$ cat src/rtl/adc_acq_sequencer.sv
// Acquisition sequencer for the circular ADC sample buffer: pre-trigger fill, armed wait,
// post-trigger count, done. Optional auto-trigger timeout is enabled by ACQ_AUTO_TRIG_EN.
module adc_acq_sequencer #(
  parameter int ADDR_W = 12
) (
  input  logic              adc_data_clk,
  input  logic              adc_data_resetn,
  input  logic              trigger_in,
  input  logic [2:0]        trigger_sub_word,
  input  logic              acq_arm,
  input  logic              acq_abort,
  input  logic [ADDR_W-1:0] pre_words,
  input  logic [ADDR_W-1:0] post_words,
`ifdef ACQ_AUTO_TRIG_EN
  input  logic [31:0]       auto_timeout,
  output logic [0:0]        trig_auto,
`endif
  output logic              wr_en,
  output logic [ADDR_W-1:0] wr_addr,
  output logic [ADDR_W-1:0] trig_addr,
  output logic [2:0]        trig_sub,
  output logic [2:0]        acq_state,
  output logic              acq_done,
  output logic              trig_ignored
);

  typedef enum logic [2:0] {
    ST_IDLE  = 3'd0,
    ST_PRE   = 3'd1,
    ST_ARMED = 3'd2,
    ST_POST  = 3'd3,
    ST_DONE  = 3'd4
  } state_t;

  state_t            state_reg,     state_next;
  logic              arm_d_reg;
  logic [ADDR_W-1:0] wr_addr_reg,   wr_addr_next;
  logic [ADDR_W-1:0] pre_cnt_reg,   pre_cnt_next;
  logic [ADDR_W-1:0] post_cnt_reg,  post_cnt_next;
  logic [ADDR_W-1:0] trig_addr_reg, trig_addr_next;
  logic [2:0]        trig_sub_reg,  trig_sub_next;
  logic              trig_ign_reg,  trig_ign_next;
  logic              trig_auto_reg, trig_auto_next;

  logic              arm_edge;
  logic              auto_fire;
  logic              wr_en_int;
  logic [ADDR_W-1:0] pre_cnt_inc;
  logic [ADDR_W-1:0] post_cnt_inc;

  assign arm_edge     = acq_arm & ~arm_d_reg;
  assign wr_en_int    = (state_reg == ST_PRE) || (state_reg == ST_ARMED) || (state_reg == ST_POST);
  assign pre_cnt_inc  = pre_cnt_reg + 1'b1;
  assign post_cnt_inc = post_cnt_reg + 1'b1;

`ifdef ACQ_AUTO_TRIG_EN
  logic [31:0] auto_cnt_reg, auto_cnt_next;

  // A real trigger in the same cycle always takes precedence over the timeout.
  assign auto_fire = (state_reg == ST_ARMED) && (auto_timeout != 32'd0) &&
                     (auto_cnt_reg == auto_timeout) && !trigger_in;

  always_comb begin
    auto_cnt_next = auto_cnt_reg;
    if (state_reg == ST_ARMED)
      auto_cnt_next = auto_cnt_reg + 32'd1;
    else if (state_next == ST_ARMED)
      auto_cnt_next = 32'd0;
  end

  always_ff @(posedge adc_data_clk or negedge adc_data_resetn) begin
    if (!adc_data_resetn)
      auto_cnt_reg <= 32'd0;
    else
      auto_cnt_reg <= auto_cnt_next;
  end

  assign trig_auto = trig_auto_reg;
`else
  assign auto_fire = 1'b0;
`endif

  always_comb begin
    state_next     = state_reg;
    wr_addr_next   = wr_en_int ? wr_addr_reg + 1'b1 : wr_addr_reg;
    pre_cnt_next   = pre_cnt_reg;
    post_cnt_next  = post_cnt_reg;
    trig_addr_next = trig_addr_reg;
    trig_sub_next  = trig_sub_reg;
    trig_ign_next  = trig_ign_reg;
    trig_auto_next = trig_auto_reg;

    if (acq_abort) begin
      state_next = ST_IDLE;
    end else begin
      case (state_reg)
        ST_IDLE, ST_DONE: begin
          if (arm_edge) begin
            wr_addr_next   = '0;
            pre_cnt_next   = '0;
            trig_ign_next  = 1'b0;
            trig_auto_next = 1'b0;
            state_next     = (pre_words != '0) ? ST_PRE : ST_ARMED;
          end
        end
        ST_PRE: begin
          pre_cnt_next = pre_cnt_inc;
          if (trigger_in)
            trig_ign_next = 1'b1;
          if (pre_cnt_inc == pre_words)
            state_next = ST_ARMED;
        end
        ST_ARMED: begin
          if (trigger_in || auto_fire) begin
            trig_addr_next = wr_addr_reg;
            trig_sub_next  = trigger_in ? trigger_sub_word : 3'd0;
            trig_auto_next = auto_fire;
            post_cnt_next  = '0;
            state_next     = (post_words == '0) ? ST_DONE : ST_POST;
          end
        end
        ST_POST: begin
          post_cnt_next = post_cnt_inc;
          if (post_cnt_inc == post_words)
            state_next = ST_DONE;
        end
        default: state_next = ST_IDLE;
      endcase
    end
  end

  always_ff @(posedge adc_data_clk or negedge adc_data_resetn) begin
    if (!adc_data_resetn) begin
      state_reg     <= ST_IDLE;
      arm_d_reg     <= 1'b0;
      wr_addr_reg   <= '0;
      pre_cnt_reg   <= '0;
      post_cnt_reg  <= '0;
      trig_addr_reg <= '0;
      trig_sub_reg  <= 3'd0;
      trig_ign_reg  <= 1'b0;
      trig_auto_reg <= 1'b0;
    end else begin
      state_reg     <= state_next;
      arm_d_reg     <= acq_arm;
      wr_addr_reg   <= wr_addr_next;
      pre_cnt_reg   <= pre_cnt_next;
      post_cnt_reg  <= post_cnt_next;
      trig_addr_reg <= trig_addr_next;
      trig_sub_reg  <= trig_sub_next;
      trig_ign_reg  <= trig_ign_next;
      trig_auto_reg <= trig_auto_next;
    end
  end

  assign wr_en        = wr_en_int;
  assign wr_addr      = wr_addr_reg;
  assign trig_addr    = trig_addr_reg;
  assign trig_sub     = trig_sub_reg;
  assign acq_state    = state_reg;
  assign acq_done     = (state_reg == ST_DONE);
  assign trig_ignored = trig_ign_reg;

`ifndef ACQ_AUTO_TRIG_EN
  logic unused_auto;
  assign unused_auto = trig_auto_reg;
`endif

endmodule

$ cat config.mk
export PLATFORM = sky130hd
export DESIGN_NAME = adc_acq_sequencer
export DESIGN_NICKNAME = d
export VERILOG_FILES = /design/src/rtl/adc_acq_sequencer.sv
export SDC_FILE = /design/constraint.sdc
export NUM_CORES = 1
export LEC_CHECK = 0
export BUFFER_PORTS_ARGS = -buffer_cell sky130_fd_sc_hd__buf_4
export CAP_MARGIN = 20
export CORE_ASPECT_RATIO = 0.7
export CORE_MARGIN = 10
export CORE_UTILIZATION = 57
export CTS_BUF_LIST = sky130_fd_sc_hd__clkbuf_8
export CTS_CLUSTER_DIAMETER = 200
export CTS_CLUSTER_SIZE = 14
export DETAILED_ROUTE_END_ITERATION = 7
export PLACE_DENSITY_LB_ADDON = 0.12
export SLEW_MARGIN = 10
export SYNTH_ARGS = -nofsm -noshare
export SYNTH_HDL_FRONTEND = slang
export SYNTH_SLANG_ARGS = --single-unit
$ cat constraint.sdc
create_clock -name adc_data_clk -period 3.1 [get_ports adc_data_clk]
set_input_delay 0.775 -clock adc_data_clk [delete_from_list [all_inputs] [get_ports adc_data_clk]]
set_output_delay 0.775 -clock adc_data_clk [all_outputs]
set_load 0.03 [all_outputs]
After elaboration in Yosys (flattened, before gate mapping)
Index checks and enable logic that the tools add are counted.
W data, S select, Z words.
{"block": "op_classes", "addsub": 3, "eq_ne": 13, "n_mux": 19, "n_bitwise": 3, "reduce_logical": 13}
{"op": "$mux W12", "n": 6}
{"op": "$pmux W12 S2", "n": 2}
{"op": "$add A12 B1 Y12 const B", "n": 3}
{"op": "$eq A12 B12 Y1", "n": 2}
{"op": "$mux W3", "n": 6}
{"op": "$logic_not A12 Y1", "n": 1}
{"op": "$pmux W3 S4", "n": 1}
{"op": "$reduce_bool A12 Y1", "n": 1}
{"op": "$reduce_and A3 Y1", "n": 3}
{"op": "$reduce_and A4 Y1", "n": 2}
{"op": "$eq A3 B2 Y1 const B", "n": 2}
{"op": "$ne A2 B2 Y1 const B", "n": 3}
{"op": "$ne A3 B2 Y1 const B", "n": 2}
{"op": "$ne A3 B3 Y1 const B", "n": 2}
{"op": "$reduce_bool A2 Y1", "n": 2}
{"op": "$eq A3 B1 Y1 const B", "n": 1}
{"op": "$eq A3 B3 Y1 const B", "n": 1}
{"op": "$logic_not A3 Y1", "n": 1}
{"op": "$logic_or A1 B1 Y1", "n": 2}
{"op": "$mux W1", "n": 2}
{"op": "$mux W2", "n": 1}
{"op": "$not A1 Y1", "n": 2}
{"op": "$pmux W1 S2", "n": 1}
{"op": "$reduce_or A2 Y1", "n": 1}
{"op": "$and A1 B1 Y1", "n": 1}
{"block": "totals", "regBits": 56, "inputBits": 32, "output_inout_bits": 33, "elab_cells": 59}

Longest topological paths before layout
{"block": "depth", "ltp_word": 7, "mapped_depth": 9, "ltp_nobuf": 8}

Worst setup path after synthesis
Ideal clock, no wire load.
{"block": "synth_path", "kind": "input -> register", "start": "in pre_words[6]", "end": "reg state_reg[0], in the netlist acq_state[0]", "arrival_time_ns": 2.275, "required_ns": 2.965, "path_slack_ns": 0.690, "path_stages": 7, "n_path_buf": 0, "path_cell_list": "nor3b_1 > a2111o_1 > a211oi_2 > nand4_1 > or4_4 > a21oi_2 > o31ai_1"}
{"block": "synth_via", "elab_chain_len": 5, "word_cells_on_any_way": 8, "classes_between": "eq/ne (2); mux (4); reduce/logical (2)"}
{"item": "start: declaration", "line": "12", "source": "input logic [ADDR_W-1:0] pre_words,"}
{"item": "$reduce_bool A12 Y1", "line": "103", "source": "state_next = (pre_words != '0) ? ST_PRE : ST_ARMED;"}
{"item": "$mux W2", "line": "103"}
{"item": "$mux W3", "line": "98", "source": "if (arm_edge) begin"}
{"item": "$pmux W3 S4", "line": "96", "source": "case (state_reg)"}
{"item": "$mux W3", "line": "93", "source": "if (acq_abort) begin"}
{"item": "end signal: assignment", "line": "144", "source": "state_reg <= state_next;"}
{"item": "end: declaration", "line": "35", "source": "state_t state_reg, state_next;"}
Parallel ways exist; a longest one is shown, timed or not. The select of a mux whose other input is x is not followed.
A chain may end at the register's enable or synchronous reset.

Worst setup path in the final report
{"block": "layout_path", "start": "reg pre_cnt_reg[0]", "end": "reg state_reg[1], in the netlist acq_state[1]"}
{"block": "layout_via", "elab_chain_len": 4}
{"item": "start: declaration", "line": "38", "source": "logic [ADDR_W-1:0] pre_cnt_reg, pre_cnt_next;"}
{"item": "start signal: assignment", "line": "147", "source": "pre_cnt_reg <= pre_cnt_next;"}
{"item": "$add A12 B1 Y12", "line": "53", "source": "assign pre_cnt_inc = pre_cnt_reg + 1'b1;"}
{"item": "$eq A12 B12 Y1", "line": "110", "source": "if (pre_cnt_inc == pre_words)"}
{"item": "$ne A3 B2 Y1 (no source line)"}
{"item": "$reduce_and A4 Y1 (no source line)"}
Every way passes these cells.

==> results.md <==
* Result of the run: completed
* Slew @ Worst Pin at 729 ps
* Number of CTS-inserted buffers at 5
* Global-route wire length before repair at 14,100 um
* Placer's final routability congestion estimate at 0.940
* Ys flop type: dfrtp_1
* Number of rows in the core area at 23
* Die width at 112 um
* Pin count of the biggest net entering global routing at 57
* Highest achievable clock rate at 0.393 GHz
* Launch instance of the worst register-to-register path: pre_cnt_reg[0]
* Reg2reg path depth at 8
* GRT Overall Usage at 0.176
* Number of antenna violations at the first check in global routing at 0
* Count of TritonRoute iterations in the first routing pass at 5
* Via count normalized by instance count at 6.07
* Setup-violating endpoint count in the final report at 0
* Portion of netlist area occupied by mux cells at 0.0493
* Summed instance area of the synthesized netlist at 3350 um^2
* WP data arrival at 2810 ps
* DRC viols at 0
* Total of buffers placed on input and output ports at 64
* Setup slack after placement at 389 ps
* Combinational family with the most area after synthesis: simple AND/OR/NAND/NOR gates
* Minimum clock period after layout at 2540 ps
* Setup Crit Path Kind: reg -> reg
* Cells after synthesis at 373
* Max-Cap Viols at 0
* Terminus of the critical flop-to-flop path: acq_state[1]
* Residual antenna-violating net count after detailed routing at 0
* Net switching power at 1.22 mW
* I/O Pins at 65
* Pwr per Cell Area at 731 nW/um^2
* Commonest non-fill, non-tap cell in the layout: buf_4
* Final worst setup slack at 557 ps
* Placed Instances at 496
* Cell at the root of the clock tree: clkbuf_8
* Area growth syn-to-layout at 17.8%
* Worst-case register-to-register setup slack at 560 ps
* Switching power as a share of total power at 0.424
* YS warnings at 0
* Peak ir drop on the vdd network at 0.307 mV
* Largest driver fanout on the critical path at 9
* Final global-route overflow total at 0
* Vias in the first global route at 2,889
* Total placed instance area at 3830 um^2
* Most frequent cells in the layout: buf_4 (69), dfrtp_1 (56), o21ai_0 (45), nor2_1 (35), nand2_1 (34)
* Leakage power of the design at 1.73 nW
* Clock-pin slew of the registers on the worst-case setup and hold paths at 110 ps
* Compound-cell area share of the yosys netlist at 0.159
* Post-route fraction of the period consumed by the critical path at 0.820
* Share of synthesized cell area in and, or, nand and nor gates at 0.210
* Drt first-iter violations at 216
* Slew Limit Fails at 0
* Share of flip-flops with an asynchronous set or reset after synthesis at 1.00
* Total detailed-routing wirelength at 8530 um
* Setup Skew at 8.98 ps
* Fraction of final layout cells with drive strength greater than 1 at 0.228
* Number of enable flip-flop cells after synthesis at 0
* Part of the total power dissipated in sequential elements at 0.389
* WL/cell at 16.9 um
* Via count of the routed design at 3,058
* Sequential share of the synthesized area at 0.419
* Antenna diode count at 0
* Kind of capture point of the worst setup path: flop
* Req. time, crit path at 3370 ps
* Number of nets produced by synthesis at 408
* Source-to-sink clock delay at the later pin of the worst-skew pair at 320 ps
* Parity-gate share of the synthesized area counting xor and xnor cells at 0.102
* Synthesized-area fraction occupied by adder cells at 0.0112
* Worst slew margin relative to its limit at 0.512
* Quantity of gates resized following cts at 0
* TritonCTS clock tree: done
* Post-CTS setup repair buffer count at 0
* Total Die Area at 9390 um^2
* Chip height at 84.1 um
* Power share of the combinational group at 0.441
* Number of distinct library cell variants in the gate-level netlist after synthesis at 49
* Number of hold violations in the final report at 0
* Source of the critical timing path: pre_cnt_reg[0]
* Maximum buffer depth of the clock tree at 2
* Design Area, Final at 3940 um^2
* Internal power at 1.66 mW
* Fill count at 475
* Yosys reg bits at 56
* Cts hold-fix bufs at 0
* Clk sink count at 56
* Setup TNS at 0 ps
* # nets final at 463
* Half-perimeter wire length after placement at 6280 um
* RSZ-0062 raised after global routing: no
* Type of element launching the critical path: flop
* Initial core utilization at 0.588
* Clock Power Share at 0.170
* HP Class: in -> async
* Core ar. at 5700 um^2
* Depth of the CTS H-tree at 2
* Synth Area per Inst at 8.98 um^2
* Count of placed standard cells in the final layout, fillers left out at 504
worst max-delay path by stage:
stage	to	slack (ps)	depth (start not counted)
finish	acq_state[1]	560	8
global route	acq_state[1]	420	8
CTS	acq_state[0]	570	8
detailed placement	acq_state[0]	390	8
global placement	acq_state[0]	460	8
floorplan	acq_state[0]	690	7
synthesized netlist by cell type, drive strengths merged (3+ instances only):
library cell,number,area (um^2)
buf,5,33.8
nor2,35,131
nand4,10,62.6
clkbuf,16,100
and3,6,37.5
a31oi,6,37.5
ha,3,37.5
dfrtp,56,1400
nand3b,3,22.5
nand2,34,128
xnor2,23,201
nor4,9,56.3
nor3,9,45.0
or3,7,43.8
o31ai,8,60.1
mux2i,3,30.0
o21ai,45,225
nand3,15,75.1
inv,9,33.8
xor2,16,140
and2,3,20.0
mux2,12,135
a21oi,15,78.8
cells by family after synthesis:
| family | Yosys count |
|---|---|
| fa+ha+maj | 3 |
| buf+inv | 30 |
| compound gates | 89 |
| mux | 15 |
| flops | 56 |
| xor+xnor | 39 |
| simple gates | 141 |
critical path, stage by stage (launching register included):
cell and delay, ps:
dfrtp_1 460, ha_1 290, and3_1 400, mux2i_1 140, a211oi_2 240, nand4_1 110, or4_4 500, a21oi_2 190
a31o_1 160
per-layer routing:
metal | global-route usage | vias to the layer above | share of wire
li1 | - | 1442 | -
met1 | 0.243 | 1478 | 0.46
met2 | 0.264 | 129 | 0.44
met3 | 0.0510 | 9 | 0.084
met4 | 0.0396 | 0 | 0.0094
met5 | 0 | - | 0
stage by stage:
| step | util | power [mW] | hold WS [ps] |
|---|---|---|---|
| after global placement | 0.673 | 2.37 | 466 |
| after detailed placement | 0.673 | 2.41 | 474 |
| after floorplan | - | 1.94 | 470 |
| final | 0.692 | 2.88 | 491 |
| after global routing | 0.692 | 3.06 | 517 |
| after CTS | 0.692 | 2.89 | 497 |
cell type report:
type	count	area [um^2]	share of cell area
Multi-Input combinational cell	287	1790	0.453
Clock buffer	5	68.8	0.0174
Sequential cell	56	1400	0.355
Tap cell	75	93.8	0.0238
Clock inverter	3	42.5	0.0108
Inverter	9	33.8	0.00857
Timing Repair Buffer	69	518	0.131
power groups by stage:
stage	clock, mW	combinational, mW	sequential (mW)
2_1_floorplan	0	0.579	1.36
3_3_place_gp	0	1.25	1.12
3_5_place_dp	0	1.27	1.13
4_1_cts	0.498	1.28	1.12
5_1_grt	0.528	1.38	1.16
6_report	0.489	1.27	1.12
Power figures use the tool's default switching activity.
